===== src/rtl/cl_conveyer_tap.sv =====
// cl_conveyer_tap: store-and-forward job buffer between a conveyer low-priority port and a
// local PairHMM worker. Escape mode cut-through drains jobs that cannot fit in the buffer.
module cl_conveyer_tap #(
  parameter type         T         = logic [7:0],
  parameter int unsigned DEPTH     = 16,
  parameter bit          STORE_FWD = 1'b1
) (
  input  logic                     clock_i,
  input  logic                     reset_n_i,
  input  T                         in_tdata,
  input  logic                     in_tlast,
  input  logic                     in_tvalid,
  output logic                     in_tready,
  output T                         out_tdata,
  output logic                     out_tlast,
  output logic                     out_tvalid,
  input  logic                     out_tready,
  output logic [$clog2(DEPTH):0]   level_o,
  output logic [$clog2(DEPTH):0]   jobs_o,
  output logic                     oversize_o
);

  localparam int unsigned AW = $clog2(DEPTH);
  localparam logic [AW:0]   FULL_CNT = (AW+1)'(DEPTH);
  localparam logic [AW:0]   ZERO_CNT = (AW+1)'(0);
  localparam logic [AW:0]   CNT_ONE  = (AW+1)'(1);
  localparam logic [AW-1:0] PTR_ONE  = AW'(1);

  typedef enum logic [0:0] {
    IDLE_ST  = 1'b0,
    DRAIN_ST = 1'b1
  } state_e;

  T              mem_data_r [DEPTH];
  logic          mem_last_r [DEPTH];
  logic [AW-1:0] wr_ptr_r;
  logic [AW-1:0] rd_ptr_r;
  logic [AW:0]   level_r;
  logic [AW:0]   jobs_r;
  logic          oversize_r;
  state_e        state_r;
  state_e        state_nxt_s;
  logic          wr_s;
  logic          rd_s;
  logic          drain_s;

  // Ready looks only at the registered level, so there is no path from out_tready.
  assign in_tready  = (level_r != FULL_CNT);
  assign wr_s       = in_tvalid && in_tready;
  assign rd_s       = out_tvalid && out_tready;
  assign drain_s    = (state_r == DRAIN_ST);
  assign out_tdata  = mem_data_r[rd_ptr_r];
  assign out_tlast  = mem_last_r[rd_ptr_r];
  assign level_o    = level_r;
  assign jobs_o     = jobs_r;
  assign oversize_o = oversize_r;

  // Presentation gate: a job is offered only once its tlast word is held, unless draining.
  always_comb begin
    if (STORE_FWD) begin
      out_tvalid = (level_r != ZERO_CNT) && ((jobs_r != ZERO_CNT) || drain_s);
    end else begin
      out_tvalid = (level_r != ZERO_CNT);
    end
  end

  // Escape FSM: a full buffer holding no complete job can never present, so cut through.
  always_comb begin
    state_nxt_s = state_r;
    case (state_r)
      IDLE_ST: begin
        if (STORE_FWD && (level_r == FULL_CNT) && (jobs_r == ZERO_CNT)) begin
          state_nxt_s = DRAIN_ST;
        end else begin
          state_nxt_s = IDLE_ST;
        end
      end
      DRAIN_ST: begin
        if (rd_s && out_tlast) begin
          state_nxt_s = IDLE_ST;
        end else begin
          state_nxt_s = DRAIN_ST;
        end
      end
      default: state_nxt_s = IDLE_ST;
    endcase
  end

  // Storage write port; entries outside [rd_ptr, rd_ptr+level) are never observed.
  always_ff @(posedge clock_i) begin
    if (wr_s) begin
      mem_data_r[wr_ptr_r] <= in_tdata;
      mem_last_r[wr_ptr_r] <= in_tlast;
    end
  end

  // Pointers, occupancy/job counters, FSM state and sticky oversize flag.
  always_ff @(posedge clock_i or negedge reset_n_i) begin
    if (!reset_n_i) begin
      wr_ptr_r   <= '0;
      rd_ptr_r   <= '0;
      level_r    <= ZERO_CNT;
      jobs_r     <= ZERO_CNT;
      state_r    <= IDLE_ST;
      oversize_r <= 1'b0;
    end else begin
      if (wr_s) begin
        wr_ptr_r <= wr_ptr_r + PTR_ONE;
      end
      if (rd_s) begin
        rd_ptr_r <= rd_ptr_r + PTR_ONE;
      end
      if (wr_s && !rd_s) begin
        level_r <= level_r + CNT_ONE;
      end else if (rd_s && !wr_s) begin
        level_r <= level_r - CNT_ONE;
      end
      if ((wr_s && in_tlast) && !(rd_s && out_tlast)) begin
        jobs_r <= jobs_r + CNT_ONE;
      end else if ((rd_s && out_tlast) && !(wr_s && in_tlast)) begin
        jobs_r <= jobs_r - CNT_ONE;
      end
      state_r <= state_nxt_s;
      if ((state_r == IDLE_ST) && (state_nxt_s == DRAIN_ST)) begin
        oversize_r <= 1'b1;
      end
    end
  end

endmodule


===== config.mk =====
export PLATFORM = sky130hd
export DESIGN_NAME = cl_conveyer_tap
export DESIGN_NICKNAME = d
export VERILOG_FILES = /design/src/rtl/cl_conveyer_tap.sv
export SDC_FILE = /design/constraint.sdc
export NUM_CORES = 1
export LEC_CHECK = 0
export CAP_MARGIN = 20
export CELL_PAD_IN_SITES_DETAIL_PLACEMENT = 1
export CELL_PAD_IN_SITES_GLOBAL_PLACEMENT = 1
export CORE_MARGIN = 5
export CORE_UTILIZATION = 56
export DETAILED_ROUTE_END_ITERATION = 6
export GPL_ROUTABILITY_DRIVEN = 0
export HOLD_SLACK_MARGIN = 0.03
export MAX_ROUTING_LAYER = met4
export PLACE_DENSITY = 0.93
export SYNTH_ARGS = -nofsm -noshare
export SYNTH_HDL_FRONTEND = slang
export SYNTH_SLANG_ARGS = --single-unit
export TNS_END_PERCENT = 100

===== constraint.sdc =====
create_clock -name clock_i -period 6.29 [get_ports clock_i]
set_clock_uncertainty 0.1 [all_clocks]
set_input_delay 1.258 -clock clock_i [delete_from_list [all_inputs] [get_ports clock_i]]
set_output_delay 1.258 -clock clock_i [all_outputs]
set_load 0.01 [all_outputs]

Yosys cells after proc, flatten, opt, wreduce, memory -nomap -nowiden
Memory sizes are Yosys's and may differ from the RTL's.
Cells that the tools add are included.
Cells by class
  add/subtract/negate cells: 6
  multiply operators: 0
  div/mod/pow operators: 0
  $lt $le $gt $ge: 0
  equality and inequality tests: 2
  shift-type cells: 0
  muxes and demuxes: 9
  bitwise operators: 1
  reductions and logical operators: 21
Operators by type and width (number)
  2-to-1 mux 5 bit: 4
  logical AND 1 bit: 11
  adder 5 x 1 -> 5 bit, second input constant: 2
  nonzero test 5 bit: 2
  subtractor 5 x 1 -> 5 bit, second input constant: 2
  adder 4 x 1 -> 4 bit, second input constant: 2
  == test 5 bit, second input constant: 1
  zero test 5 bit: 1
  != test 5 bit, second input constant: 1
  zero test 1 bit: 4
  2-to-1 mux 1 bit: 4
  nonzero test 2 bit: 2
  case mux 1 bit (2 select lines): 1
  logical OR 1 bit: 1
  inverter 1 bit: 1
Word-level totals
  flip-flop bits (word level): 20
  bits in latches: 0
  memory bits (writable): 144
  memory bits (read-only): 0
  output and inout bits: 22
  word-level logic and storage cells: 47
  memories kept: 2
Memories
  mem_data_r: words 16, width 8, rd ports 1, clocked after memory_dff 0, write ports 1, RTL line 34  | T mem_data_r [DEPTH];
  mem_last_r: words 16, width 1, rd ports 1, clocked after memory_dff 0, write ports 1, RTL line 35  | logic mem_last_r [DEPTH];

Logic depth before layout (Yosys ltp)
  depth after elaboration: 8
  mapped depth: 13

Worst setup path before layout
OpenSTA, ideal clock, no wires.
  path type: flip-flop to output port
  from: reg rd_ptr_r[0]
  to: out out_tdata[5] (netlist bit)
  arrival time: 1.702 ns
  setup slack: 3.230 ns
  cell stages (with the launch flop): 5
  cell sequence: dfrtp_1 > buf_6 > buf_12 > mux4_1 > mux4_2
RTL lines
  start, declared: RTL line 37  | logic [AW-1:0] rd_ptr_r;
  start signal, assigned: RTL line 111  | rd_ptr_r <= rd_ptr_r + PTR_ONE;
  end, declared: RTL line 14  | output T out_tdata,

==> out/results.ini <==
[sta]
slew_headroom_pct = 27.6
hold_viol_final = 0
fin_crit_sh_pct = 76.6
setup-tns-final_ns = 0
fmax_mhz = 208
drv_slew = 0
worst_pin_slew_ns = 1.08
setup_viol = 0
min_period_ns = 4.82
rsz0062_at_grt = false

[clock_tree]
root_buffer = clkbuf_16
cts-resized-gates = 0
clock_sinks = 164
cts_setup_buffers = 0
holdBufCountCts = 0
insertion_delay_ns = 0.42
cts_buffer_depth = 2
clkTransAtPathRegs_ns = 0.06
htree_levels = 4
cts_buffers = 17
cts_tree = done

[floorplan]
rows = 39
num_io_pins = 35
fp.dieW_um = 119
die_area_um2 = 14200
die_height_um = 119
core_um2 = 11600
initial_core_util_pct = 57.7

[worst_setup_path]
crit_family = multiplexers
arrival_ns = 3.46
slowest_stage = dfrtp_2
critPathBufInv = 2
worstPathRequired_ns = 4.93
r2r_start = rd_ptr_r[0]
path_depth = 4
crit_type = reg -> out
startpoint = rd_ptr_r[0]
r2r_slack_ns = 1.99
timing.rr.end = jobs_o[4]
rr_worst_depth = 13
cp-end-kind = primary output
start_kind = register
crit_fanout = 27
crit_end = out_tdata[6]
cp_slowest_stage_delay_ns = 0.97
crit_chain = buf_4 > mux4_1 > mux4_2 > clkdlybuf4s50_1

[run_status]
outcome = completed

[final_layout]
area_delta_synth_final_pct = 17.0
final_cells = 537
layout-drive-gt1-share_pct = 22.3
final_nets = 409
diodes = 0
layout_commonest_cell = edfxtp_1
mostFrequentLayoutCells = edfxtp_1 (144), mux4_2 (38), clkdlybuf4s50_1 (34), nor2_1 (19), dfrtp_1 (19)

[synth]
synth_cell_types = 34
synth_compound_area_share_pct = 1.37
synth_top_family_by_area = multiplexers
synth_nets = 354
ys_seq_area_share_pct = 72.3
syn_area_um2 = 6670
ys_warn_count = 0
synthArstFlopShare_pct = 12.2
synth.avg_cell_area_um2 = 20.5
synth_xor_area_share_pct = 2.10
synth-edff-count = 144
synth.ff_latch_count = 164
synthMuxAreaShare_pct = 16.1
synth_simple_gate_area_share_pct = 3.00
postSynthCellCount = 326
ys.flop_type = edfxtp_1
synthAdderAreaFrac_pct = 3.04

[placement]
portBuffers = 34
dp_cells = 495
dp_hpwl_mm = 9.51

[grt]
grt_start_max_net_pins = 37
overflow = 0
grt_pass1_wl_mm = 23.8
grt_util_all_layers_pct = 24.5
antenna_found_initial = 0
first_global_vias = 3620

[drt]
num_vias = 3413
finalWirelength_mm = 16.4
avgRoutedWirePerCell_um = 30.5
initialDrtViolationCount = 358
drc_errors = 0
ant_nets = 0
vias_per_cell = 6.36
dr.pass1.iters = 5

[flow_run]
cap_violations = 0

[pwr]
cellInternalPower_mw = 2.60
peakVddDrop_v = 0.000331
switchingPower_mw = 1.19
power_leakage_nw = 2.66
combPwrFrac_pct = 32.9
pwr-share-seq_pct = 40.8
power_density_nw_per_um2 = 486
p_clk_share_pct = 26.4
swShare_pct = 31.5

[worst_hold_path]
hold_class = reg -> reg

[state kept, by name, indices dropped and copies added, names as in the netlist]
signal,cells
wr_ptr_r,4
mem_last_r,16
mem_data_r,128
level_o,5
rd_ptr_r,4
jobs_o,5
drain_s,1
oversize_o,1
[routing by layer]
layer / vias up / part of all wire, % / global-route usage, %
met5: - / 0 / -
met4: 0 / 1.0 / 6.66
met3: 13 / 6.7 / 5.97
li1: 1421 / - / -
met2: 162 / 52 / 38.8
met1: 1817 / 40 / 32.3
[metrics by stage]
stage	util (%)	hold WS, ns	worst slack, ns	instance area (um2)	power, mW
floorplan	-	0.365	3.23	6670	2.32
global placement	61.6	0.351	2.00	7120	2.66
finish	67.5	0.379	1.47	7810	3.80
CTS	66.6	0.381	1.42	7700	3.79
global route	67.5	0.400	1.31	7810	3.95
detailed placement	61.7	0.372	1.87	7130	2.77
[cells in the mapped netlist (5+ instances only)]
cell type	n	share of area (%)
nor2_1	19	1.1
inv_1	5	0.28
buf_2	5	0.37
mux4_2	38	13
edfxtp_1	144	65
dfrtp_1	20	7.5
xnor2_1	12	1.6
nand2_1	12	0.67
ha_1	13	2.4
o21ai_0	5	0.37
mux4_1	6	2.4
[power groups by stage]
stage | combinational, mW | sequential (mW) | clock [mW]
floorplan | 0.874 | 1.44 | 0
CTS | 1.23 | 1.55 | 1.01
global route | 1.31 | 1.57 | 1.06
global placement | 1.12 | 1.54 | 0
detailed placement | 1.20 | 1.57 | 0
finish | 1.25 | 1.55 | 1.00
[worst min path at each step]
stage / start / endpoint / slack (ns) / cells after the start
global placement: oversize_o / oversize_o / 0.35 / 1
detailed placement: oversize_o / oversize_o / 0.37 / 1
global route: oversize_o / oversize_o / 0.40 / 1
floorplan: drain_s / drain_s / 0.36 / 1
finish: oversize_o / oversize_o / 0.38 / 1
CTS: oversize_o / oversize_o / 0.38 / 1
[logic make-up after synthesis]
kind of cell             count (synthesis)
AO/OA/AOI/OAI                           15
buffers and inverters                   20
adder cells (fa/ha/maj)                 15
AND/OR/NAND/NOR                         46
multiplexers                            50
flip-flops                             164
XOR/XNOR                                16
[worst reg2reg max path, cell delays in order (launching register included)]
cell	delay, ns
dfrtp_2	0.97
buf_4	0.45
mux4_2	0.58
mux2i_1	0.22
mux2i_1	0.15
nand3_1	0.19
ha_1	0.22
inv_1	0.12
fa_1	0.45
a21o_1	0.18
a21oi_1	0.18
xnor2_1	0.15
nor2_1	0.07
xor2_1	0.15
[cell type report]
class | instances | area, um2
inverters | 5 | 18.8
multi-input cells | 142 | 1710
repair buffers | 51 | 502
fillers | 933 | 3760
clock inverters | 12 | 133
clock buffers | 20 | 437
well taps | 143 | 179
flip-flops and latches | 164 | 4830
(Power assumes the default switching activity.)
